===== config.mk =====
export PLATFORM = sky130hd
export DESIGN_NAME = dm_spi_array_master
export DESIGN_NICKNAME = d
export VERILOG_FILES = /design/src/rtl/dm_spi_pkg.sv /design/src/rtl/dm_spi_halfbit_timer.sv /design/src/rtl/dm_spi_array_master.sv
export SDC_FILE = /design/constraint.sdc
export NUM_CORES = 2
export LEC_CHECK = 0
export CAP_MARGIN = 20
export CORE_MARGIN = 4
export CORE_UTILIZATION = 35
export DETAILED_ROUTE_END_ITERATION = 16
export HOLD_SLACK_MARGIN = 0.08
export SETUP_SLACK_MARGIN = 0.15
export SKIP_CTS_REPAIR_TIMING = 1
export SYNTH_ARGS = -nofsm -noshare
export SYNTH_HDL_FRONTEND = slang
export SYNTH_SLANG_ARGS = --single-unit

===== constraint.sdc =====
create_clock -name clk -period 56.7 [get_ports clk]
set_input_delay 11.34 -clock clk [delete_from_list [all_inputs] [get_ports clk]]
set_output_delay 11.34 -clock clk [all_outputs]
set_load 0.02 [all_outputs]

===== src/rtl/dm_spi_pkg.sv =====
// Shared constants and state type for the deformable-mirror SPI array master.
package dm_spi_pkg;

  localparam int unsigned OffCtrl   = 'h000;
  localparam int unsigned OffStatus = 'h004;
  localparam int unsigned OffChMask = 'h008;
  localparam int unsigned OffTxBase = 'h100;
  localparam int unsigned OffRxBase = 'h200;

  localparam int unsigned CtrlGo      = 0;
  localparam int unsigned CtrlLdacEn  = 1;
  localparam int unsigned CtrlPpsTrig = 2;
  localparam int unsigned CtrlDivLsb  = 8;

  localparam int unsigned StatBusy   = 0;
  localparam int unsigned StatDone   = 1;
  localparam int unsigned StatErr    = 2;
  localparam int unsigned StatArmed  = 3;
  localparam int unsigned StatCntLsb = 16;

  typedef enum logic [2:0] {
    StIdle,
    StArm,
    StSetup,
    StShift,
    StHold,
    StLdac
  } spiStateT;

endpackage


===== src/rtl/dm_spi_halfbit_timer.sv =====
// Half-bit timer: one-cycle tick every DIV+1 cycles while running, held at zero otherwise.
module dm_spi_halfbit_timer (
  input  logic       clk,
  input  logic       rst,
  input  logic       run,
  input  logic [7:0] div,
  output logic       tick
);

  logic [7:0] cnt;

  // Counts up against the live divider so a DIV written together with GO takes effect at once.
  always_ff @(posedge clk or posedge rst) begin
    if (rst) begin
      cnt <= '0;
    end else if (!run || cnt == div) begin
      cnt <= '0;
    end else begin
      cnt <= cnt + 8'd1;
    end
  end

  assign tick = run && (cnt == div);

endmodule


===== src/rtl/dm_spi_array_master.sv =====
// Multi-channel lockstep SPI frame engine with RamBus register access, channel mask,
// programmable SCK divider and optional PPS-synchronous launch with nLDAC strobe.
module dm_spi_array_master
  import dm_spi_pkg::*;
#(
  parameter int unsigned NCHAN      = 6,
  parameter int unsigned FRAME_BITS = 24,
  parameter int unsigned ADDR_W     = 14
) (
  input  logic              clk,
  input  logic              rst,
  input  logic              RamBusSel,
  input  logic              RamBusWrnRd,
  input  logic              RamBusLatch,
  input  logic [ADDR_W-1:0] RamBusAddress,
  input  logic [31:0]       RamBusDataIn,
  output logic [31:0]       RamBusDataOut,
  output logic              RamBusAck,
  input  logic              Pps,
  output logic              Sck,
  output logic [NCHAN-1:0]  Mosi,
  input  logic [NCHAN-1:0]  Miso,
  output logic [NCHAN-1:0]  nCs,
  output logic              nLDac
);

  localparam int unsigned HalfLast = 2 * FRAME_BITS - 1;
  localparam int unsigned HcW      = $clog2(2 * FRAME_BITS);

  function automatic logic isReg(input logic [ADDR_W-1:0] a, input int unsigned off);
    logic [ADDR_W-1:0] o;
    o = ADDR_W'(off);
    return a[ADDR_W-1:2] == o[ADDR_W-1:2];
  endfunction

  function automatic logic isBank(input logic [ADDR_W-1:0] a, input int unsigned base);
    logic [ADDR_W-1:0] b;
    b = ADDR_W'(base);
    return (a[ADDR_W-1:6] == b[ADDR_W-1:6]) && (32'(a[5:2]) < NCHAN);
  endfunction

  spiStateT          state;
  logic              sckReg, nLDacReg;
  logic [NCHAN-1:0]  nCsReg, chMask;
  logic [HcW-1:0]    halfCnt;
  logic [7:0]        div;
  logic              ldacEn, ppsTrig, done, err;
  logic [15:0]       frameCnt;
  logic [2:0]        ppsSync;

  logic              accPrev, ackReg, wrEnReg;
  logic [ADDR_W-1:0] wrAddr;
  logic [31:0]       wrData, dataOutReg, rdData;

  logic [FRAME_BITS-1:0] txData  [NCHAN];
  logic [FRAME_BITS-1:0] rxData  [NCHAN];
  logic [FRAME_BITS-1:0] txShift [NCHAN];
  logic [FRAME_BITS-1:0] rxShift [NCHAN];

  logic tick, timerRun, busy, accStart, wrStrobe;
  logic wCtrl, wStatus, wMask, wTx;
  logic abort, goStart, startSetup, busyWriteErr, ppsEdge;
  logic sampleEn, shiftEn, frameEnd;
  logic unusedBits;

  assign busy     = (state != StIdle);
  assign timerRun = (state != StIdle) && (state != StArm);
  assign accStart = RamBusSel & RamBusLatch & ~accPrev;
  assign wrStrobe = ackReg & wrEnReg;
  assign ppsEdge  = ppsSync[1] & ~ppsSync[2];

  assign wCtrl   = isReg(wrAddr, OffCtrl);
  assign wStatus = isReg(wrAddr, OffStatus);
  assign wMask   = isReg(wrAddr, OffChMask);
  assign wTx     = isBank(wrAddr, OffTxBase);

  // A zero CTRL write while armed is the abort, not a protected-register violation.
  assign abort        = wrStrobe & wCtrl & (state == StArm) & (wrData == 32'd0);
  assign goStart      = wrStrobe & wCtrl & ~busy & wrData[CtrlGo];
  assign startSetup   = (goStart & ~wrData[CtrlPpsTrig]) | ((state == StArm) & ppsEdge & ~abort);
  assign busyWriteErr = wrStrobe & busy & ((wCtrl & ~abort) | wMask | wTx);

  // Rising Sck edges: end of SETUP and end of every odd (low) half-period except the last.
  assign sampleEn = tick & ((state == StSetup) |
                    ((state == StShift) & halfCnt[0] & (halfCnt != HcW'(HalfLast))));
  assign shiftEn  = tick & (state == StShift) & ~halfCnt[0];
  assign frameEnd = tick & (state == StHold);

  dm_spi_halfbit_timer uTimer (
    .clk  (clk),
    .rst  (rst),
    .run  (timerRun),
    .div  (div),
    .tick (tick)
  );

  always_comb begin
    rdData = '0;
    if (isReg(RamBusAddress, OffCtrl)) begin
      rdData = {16'd0, div, 5'd0, ppsTrig, ldacEn, 1'b0};
    end else if (isReg(RamBusAddress, OffStatus)) begin
      rdData = {frameCnt, 12'd0, (state == StArm), err, done, busy};
    end else if (isReg(RamBusAddress, OffChMask)) begin
      rdData[NCHAN-1:0] = chMask;
    end else begin
      for (int i = 0; i < NCHAN; i++) begin
        if (isBank(RamBusAddress, OffTxBase) && RamBusAddress[5:2] == 4'(i)) begin
          rdData[FRAME_BITS-1:0] = txData[i];
        end
        if (isBank(RamBusAddress, OffRxBase) && RamBusAddress[5:2] == 4'(i)) begin
          rdData[FRAME_BITS-1:0] = rxData[i];
        end
      end
    end
  end

  // Writes are applied at the end of the ack cycle so BUSY follows the GO ack by one cycle.
  always_ff @(posedge clk or posedge rst) begin
    if (rst) begin
      accPrev    <= 1'b0;
      ackReg     <= 1'b0;
      wrEnReg    <= 1'b0;
      wrAddr     <= '0;
      wrData     <= '0;
      dataOutReg <= '0;
    end else begin
      accPrev    <= RamBusSel & RamBusLatch;
      ackReg     <= accStart;
      dataOutReg <= (accStart & ~RamBusWrnRd) ? rdData : 32'd0;
      if (accStart) begin
        wrEnReg <= RamBusWrnRd;
        wrAddr  <= RamBusAddress;
        wrData  <= RamBusDataIn;
      end
    end
  end

  always_ff @(posedge clk or posedge rst) begin
    if (rst) begin
      state    <= StIdle;
      sckReg   <= 1'b0;
      nCsReg   <= '1;
      nLDacReg <= 1'b1;
      halfCnt  <= '0;
      div      <= '0;
      ldacEn   <= 1'b0;
      ppsTrig  <= 1'b0;
      chMask   <= '0;
      done     <= 1'b0;
      err      <= 1'b0;
      frameCnt <= '0;
      ppsSync  <= '0;
    end else begin
      ppsSync <= {ppsSync[1:0], Pps};

      if (wrStrobe & wCtrl & (~busy | abort)) begin
        div     <= wrData[CtrlDivLsb +: 8];
        ppsTrig <= wrData[CtrlPpsTrig];
        ldacEn  <= wrData[CtrlLdacEn];
      end
      if (wrStrobe & wMask & ~busy) chMask <= wrData[NCHAN-1:0];

      if (busyWriteErr) err <= 1'b1;
      else if (wrStrobe & wStatus & wrData[StatErr]) err <= 1'b0;
      if (wrStrobe & wStatus & wrData[StatDone]) done <= 1'b0;

      if (startSetup) nCsReg <= ~chMask;

      unique case (state)
        StIdle: begin
          if (goStart) state <= wrData[CtrlPpsTrig] ? StArm : StSetup;
        end
        StArm: begin
          if (abort) state <= StIdle;
          else if (ppsEdge) state <= StSetup;
        end
        StSetup: begin
          if (tick) begin
            state   <= StShift;
            sckReg  <= 1'b1;
            halfCnt <= '0;
          end
        end
        StShift: begin
          if (tick) begin
            if (halfCnt == HcW'(HalfLast)) begin
              state <= StHold;
            end else begin
              sckReg  <= ~sckReg;
              halfCnt <= halfCnt + 1'b1;
            end
          end
        end
        StHold: begin
          if (tick) begin
            nCsReg   <= '1;
            done     <= 1'b1;
            frameCnt <= frameCnt + 16'd1;
            if (ldacEn) begin
              state    <= StLdac;
              nLDacReg <= 1'b0;
            end else begin
              state <= StIdle;
            end
          end
        end
        StLdac: begin
          if (tick) begin
            nLDacReg <= 1'b1;
            state    <= StIdle;
          end
        end
        default: state <= StIdle;
      endcase
    end
  end

  for (genvar i = 0; i < NCHAN; i++) begin : gCh
    always_ff @(posedge clk or posedge rst) begin
      if (rst) begin
        txData[i]  <= '0;
        rxData[i]  <= '0;
        txShift[i] <= '0;
        rxShift[i] <= '0;
      end else begin
        if (wrStrobe & ~busy & wTx & (wrAddr[5:2] == 4'(i))) begin
          txData[i] <= wrData[FRAME_BITS-1:0];
        end
        // Masked channels load zeros so their Mosi stays low for the whole frame.
        if (startSetup) txShift[i] <= chMask[i] ? txData[i] : '0;
        else if (shiftEn) txShift[i] <= txShift[i] << 1;
        if (sampleEn) rxShift[i] <= {rxShift[i][FRAME_BITS-2:0], Miso[i]};
        if (frameEnd & chMask[i]) rxData[i] <= rxShift[i];
      end
    end
    assign Mosi[i] = txShift[i][FRAME_BITS-1];
  end

  assign Sck           = sckReg;
  assign nCs           = nCsReg;
  assign nLDac         = nLDacReg;
  assign RamBusAck     = ackReg;
  assign RamBusDataOut = dataOutReg;

  assign unusedBits = ^{wrData, wrAddr[1:0], RamBusAddress[1:0]};

endmodule


==> results.yml <==
worst_setup_path:
  worstPathRequired_ns: 57.14
  reg2reg_slack_ns: 52.61
  r2r-start: "div[4]"
  path_class: "primary input to register"
  worstRegToRegCells: 7
  endpoint_kind: "register"
  cp.arrival_ns: 15.37
  startpoint_type: "primary input"
  timing.rr.end: "rxShift[115]"
  cp_max_fo: 29
synthesis:
  synth_cells: 2663
  synth_seq_cells: 717
  synthFlopType: "dfrtp_1"
  synthesis.area_mm2: 0.0319
  async_reset_ff_share_pct: 100
  ys_seq_area_share_pct: 56.3
  netlist-cell-type-count: 73
  synth_area_per_cell_um2: 12.0
  yosys_warnings: 0
  synth_fp_nets: 2724
  synth_edf_count: 0
sta:
  relSlewSlack_pct: 26.9
  timing.fmax_mhz: 66.9
  period_share_pct: 26.3
  worstMarginPinSlew_ns: 1.09
  min_period_ns: 14.94
  fin_skew_ns: 0.0430
  tns_ns: 0
  setup_viol: 0
  drv_slew: 0
  hold_violations: 0
  rsz0062_at_grt: "no"
min_path:
  hold_path_class: "register to register"
  hold-path-cell-count: 0
  hold_start: "ppsSync[0]"
  whs_endpoint: "ppsSync[1]"
floorplan:
  initial_core_util_pct: 35.4
  rows: 110
  core_area_mm2: 0.0901
  num_io_pins: 105
  die_h_um: 310
  fp.dieArea_mm2: 0.0960
  die_w_um: 310
routing:
  wl_per_cell_um: 26.8
  via_per_inst: 5.78
  ant_nets: 0
  vias: 22800
  drc_errors: 0
  drt-total-wl_um: 106000
  drt_iter0_drc: 2625
  dr.pass1.iters: 7
power_and_ir_drop:
  internal_power_w: 0.000969
  power.leakage_nw: 17.1
  switching_share_pct: 28.3
  total_power_w: 0.00135
  combinationalPowerShare_pct: 16.8
  power_per_cell_area_mw_per_mm2: 36.6
  vdd_drop_max_v: 0.0000262
  pwr-share-seq_pct: 45.7
  power_switching_w: 0.000383
  clockPowerShare_pct: 37.5
cts:
  clockBufferDepth: 3
  ctsHtreeMaxLevel: 3
  numClockSinks: 717
  cts_tree: "done"
  numCtsBuffers: 75
  clkLatencyLatePin_ns: 0.66
  clkSlewWorstSetupHoldPaths_ns: 0.06
  clockRootBuffer: "clkbuf_16"
place:
  port_buffers: 102
  hpwl_um: 75200
  gp_congestion: 0.964
final_layout:
  multi_input_area_mm2: 0.0132
  syn_to_final_growth_pct: 15.7
  seq_area_mm2: 0.0180
  final_nets: 2778
  fill_cells: 8376
  drive_gt1_share_pct: 25.0
global_routing:
  grt_first_pass_wirelength_um: 155000
  antenna_found_initial: 3
  grt_pass1_vias: 22400
  grt_max_degree: 218
  grt_overflow: 0
  grt_use_total_pct: 21.8
outcome:
  status: "finished clean"
run:
  drv_cap: 0
## cell usage in the layout, fill, tap and decap left out, types with 16 or more instances in the layout
| cell type | Yosys | routed |
|---|---|---|
| a22oi_1 | 16 | 16 |
| o21ai_0 | 191 | 191 |
| mux2_2 | 462 | 462 |
| a221oi_1 | 21 | 21 |
| a22o_1 | 44 | 44 |
| clkdlybuf4s50_1 | 0 | 101 |
| dfrtp_1 | 710 | 710 |
| nand4_1 | 19 | 19 |
| buf_4 | 11 | 57 |
| nand3_1 | 128 | 128 |
| nor4_1 | 20 | 19 |
| a21oi_1 | 84 | 83 |
| nor3_1 | 34 | 27 |
| mux2i_1 | 94 | 94 |
| o22ai_1 | 28 | 28 |
| a221o_1 | 54 | 54 |
| clkinv_2 | 0 | 16 |
| and3_1 | 42 | 42 |
| clkbuf_16 | 0 | 76 |
| nand2_1 | 202 | 202 |
| nor2_1 | 80 | 78 |
| xnor2_1 | 17 | 17 |
## cell type report
cell class	count	share of cell area (%)
multi-input combinational	1739	35.7
antenna	1	0.00678
clock inverter	35	1.28
clock buffer	100	5.67
tap	1176	3.99
inverter	15	0.173
timing repair buffer	169	4.56
sequential	717	48.6
## synth_stat cells (all sizes together) (4+ instances only)
library cell    n  area share (%)
nor2           81            0.96
xor2           13            0.36
a2bb2oi         5            0.14
nand2         202             2.4
or3            11            0.22
o211a           4            0.13
buf            45            0.82
o2bb2ai        14            0.38
o22ai          28            0.55
or2            10            0.20
and3           42            0.82
mux2i          94             3.0
o221ai          6            0.16
nor2b           5           0.098
a21o            8            0.19
nor4           21            0.46
o21ai         193             3.0
and2           11            0.22
clkbuf        147             1.7
a221o          54             1.7
a211oi         10            0.24
nand2b         12            0.24
a31oi          14            0.27
a21oi          84             1.3
dfrtp         710              56
o22a            5            0.14
or4             7            0.19
a22o           44             1.2
a22oi          16            0.38
nor3           34            0.53
o21a            4           0.094
o211ai          9            0.21
nor4b           5            0.14
mux2          462              16
dfstp           7            0.58
inv            14            0.16
xnor2          17            0.47
nand4          19            0.37
a221oi         21            0.58
a32o            4            0.13
nand3         128             2.0
## how the worst max path moves through the flow
stage | start | endpoint | slack (ns) | cells after the start
after floorplan | rst | Mosi[0] | 25.26 | 1
after global placement | RamBusAddress[7] | RamBusDataOut[22] | 41.08 | 9
after detailed placement | rst | rxData[108] | 41.20 | 5
after CTS | rst | rxData[90] | 41.88 | 5
after global routing | RamBusAddress[8] | RamBusDataOut[18] | 41.81 | 8
final | RamBusAddress[8] | RamBusDataOut[18] | 41.76 | 8
## stage by stage
stage / std cells / cell area, um2 / utilization [%] / setup slack [ns] / hold slack [ns]
after floorplan: 2663 / 31900 / - / 25.26 / 0.331
after global placement: 3808 / 34100 / 37.9 / 41.08 / 0.348
after detailed placement: 3809 / 34200 / 37.9 / 41.20 / 0.338
after CTS: 3944 / 36700 / 40.7 / 41.88 / 0.361
after global routing: 3951 / 36900 / 40.9 / 41.81 / 0.369
final: 3952 / 36900 / 40.9 / 41.76 / 0.360
## metal layers
| layer | GRT usage, % | wire length (um) |
|---|---|---|
| met1 | 32.2 | 48600 |
| met2 | 32.4 | 46200 |
| met3 | 2.98 | 6840 |
| met4 | 9.02 | 4340 |
| met5 | 0 | 0 |
## registers in the layout (all words and copies together) (netlist names), 8 cells and up
register / flops
rxData: 144
rxShift: 144
txData: 144
txShift: 138
RamBusDataOut: 32
wrData: 32
frameCnt: 16
wrAddr: 12
div: 8
uTimer.cnt: 8
## kinds of logic after synthesis
group | after synthesis | share of synthesized area (%)
fa+ha+maj | 3 | 0.118
buf+inv | 207 | 2.73
compound gates | 548 | 11.5
xor+xnor | 30 | 0.824
simple gates | 601 | 9.17
mux | 557 | 19.3
flops | 717 | 56.3
## power by group through the flow
stage               Combinational [W]  Clock [W]  Sequential (W)
detailed placement           0.000228          0        0.000627
global placement             0.000222          0        0.000622
floorplan                    0.000175          0        0.000604
finish                       0.000228   0.000507        0.000618
CTS                          0.000229   0.000521        0.000617
global route                 0.000246   0.000541        0.000624
## worst max-delay path: stages
cell and delay (ns):
clkdlybuf4s50_1 0.56, buf_4 0.28, or4b_2 0.97, nor2_1 0.75, nand2_1 0.50, o22a_1 0.42
o2111ai_1 0.32, a211oi_1 0.22
No activity file was read; power rests on OpenSTA's default activity.
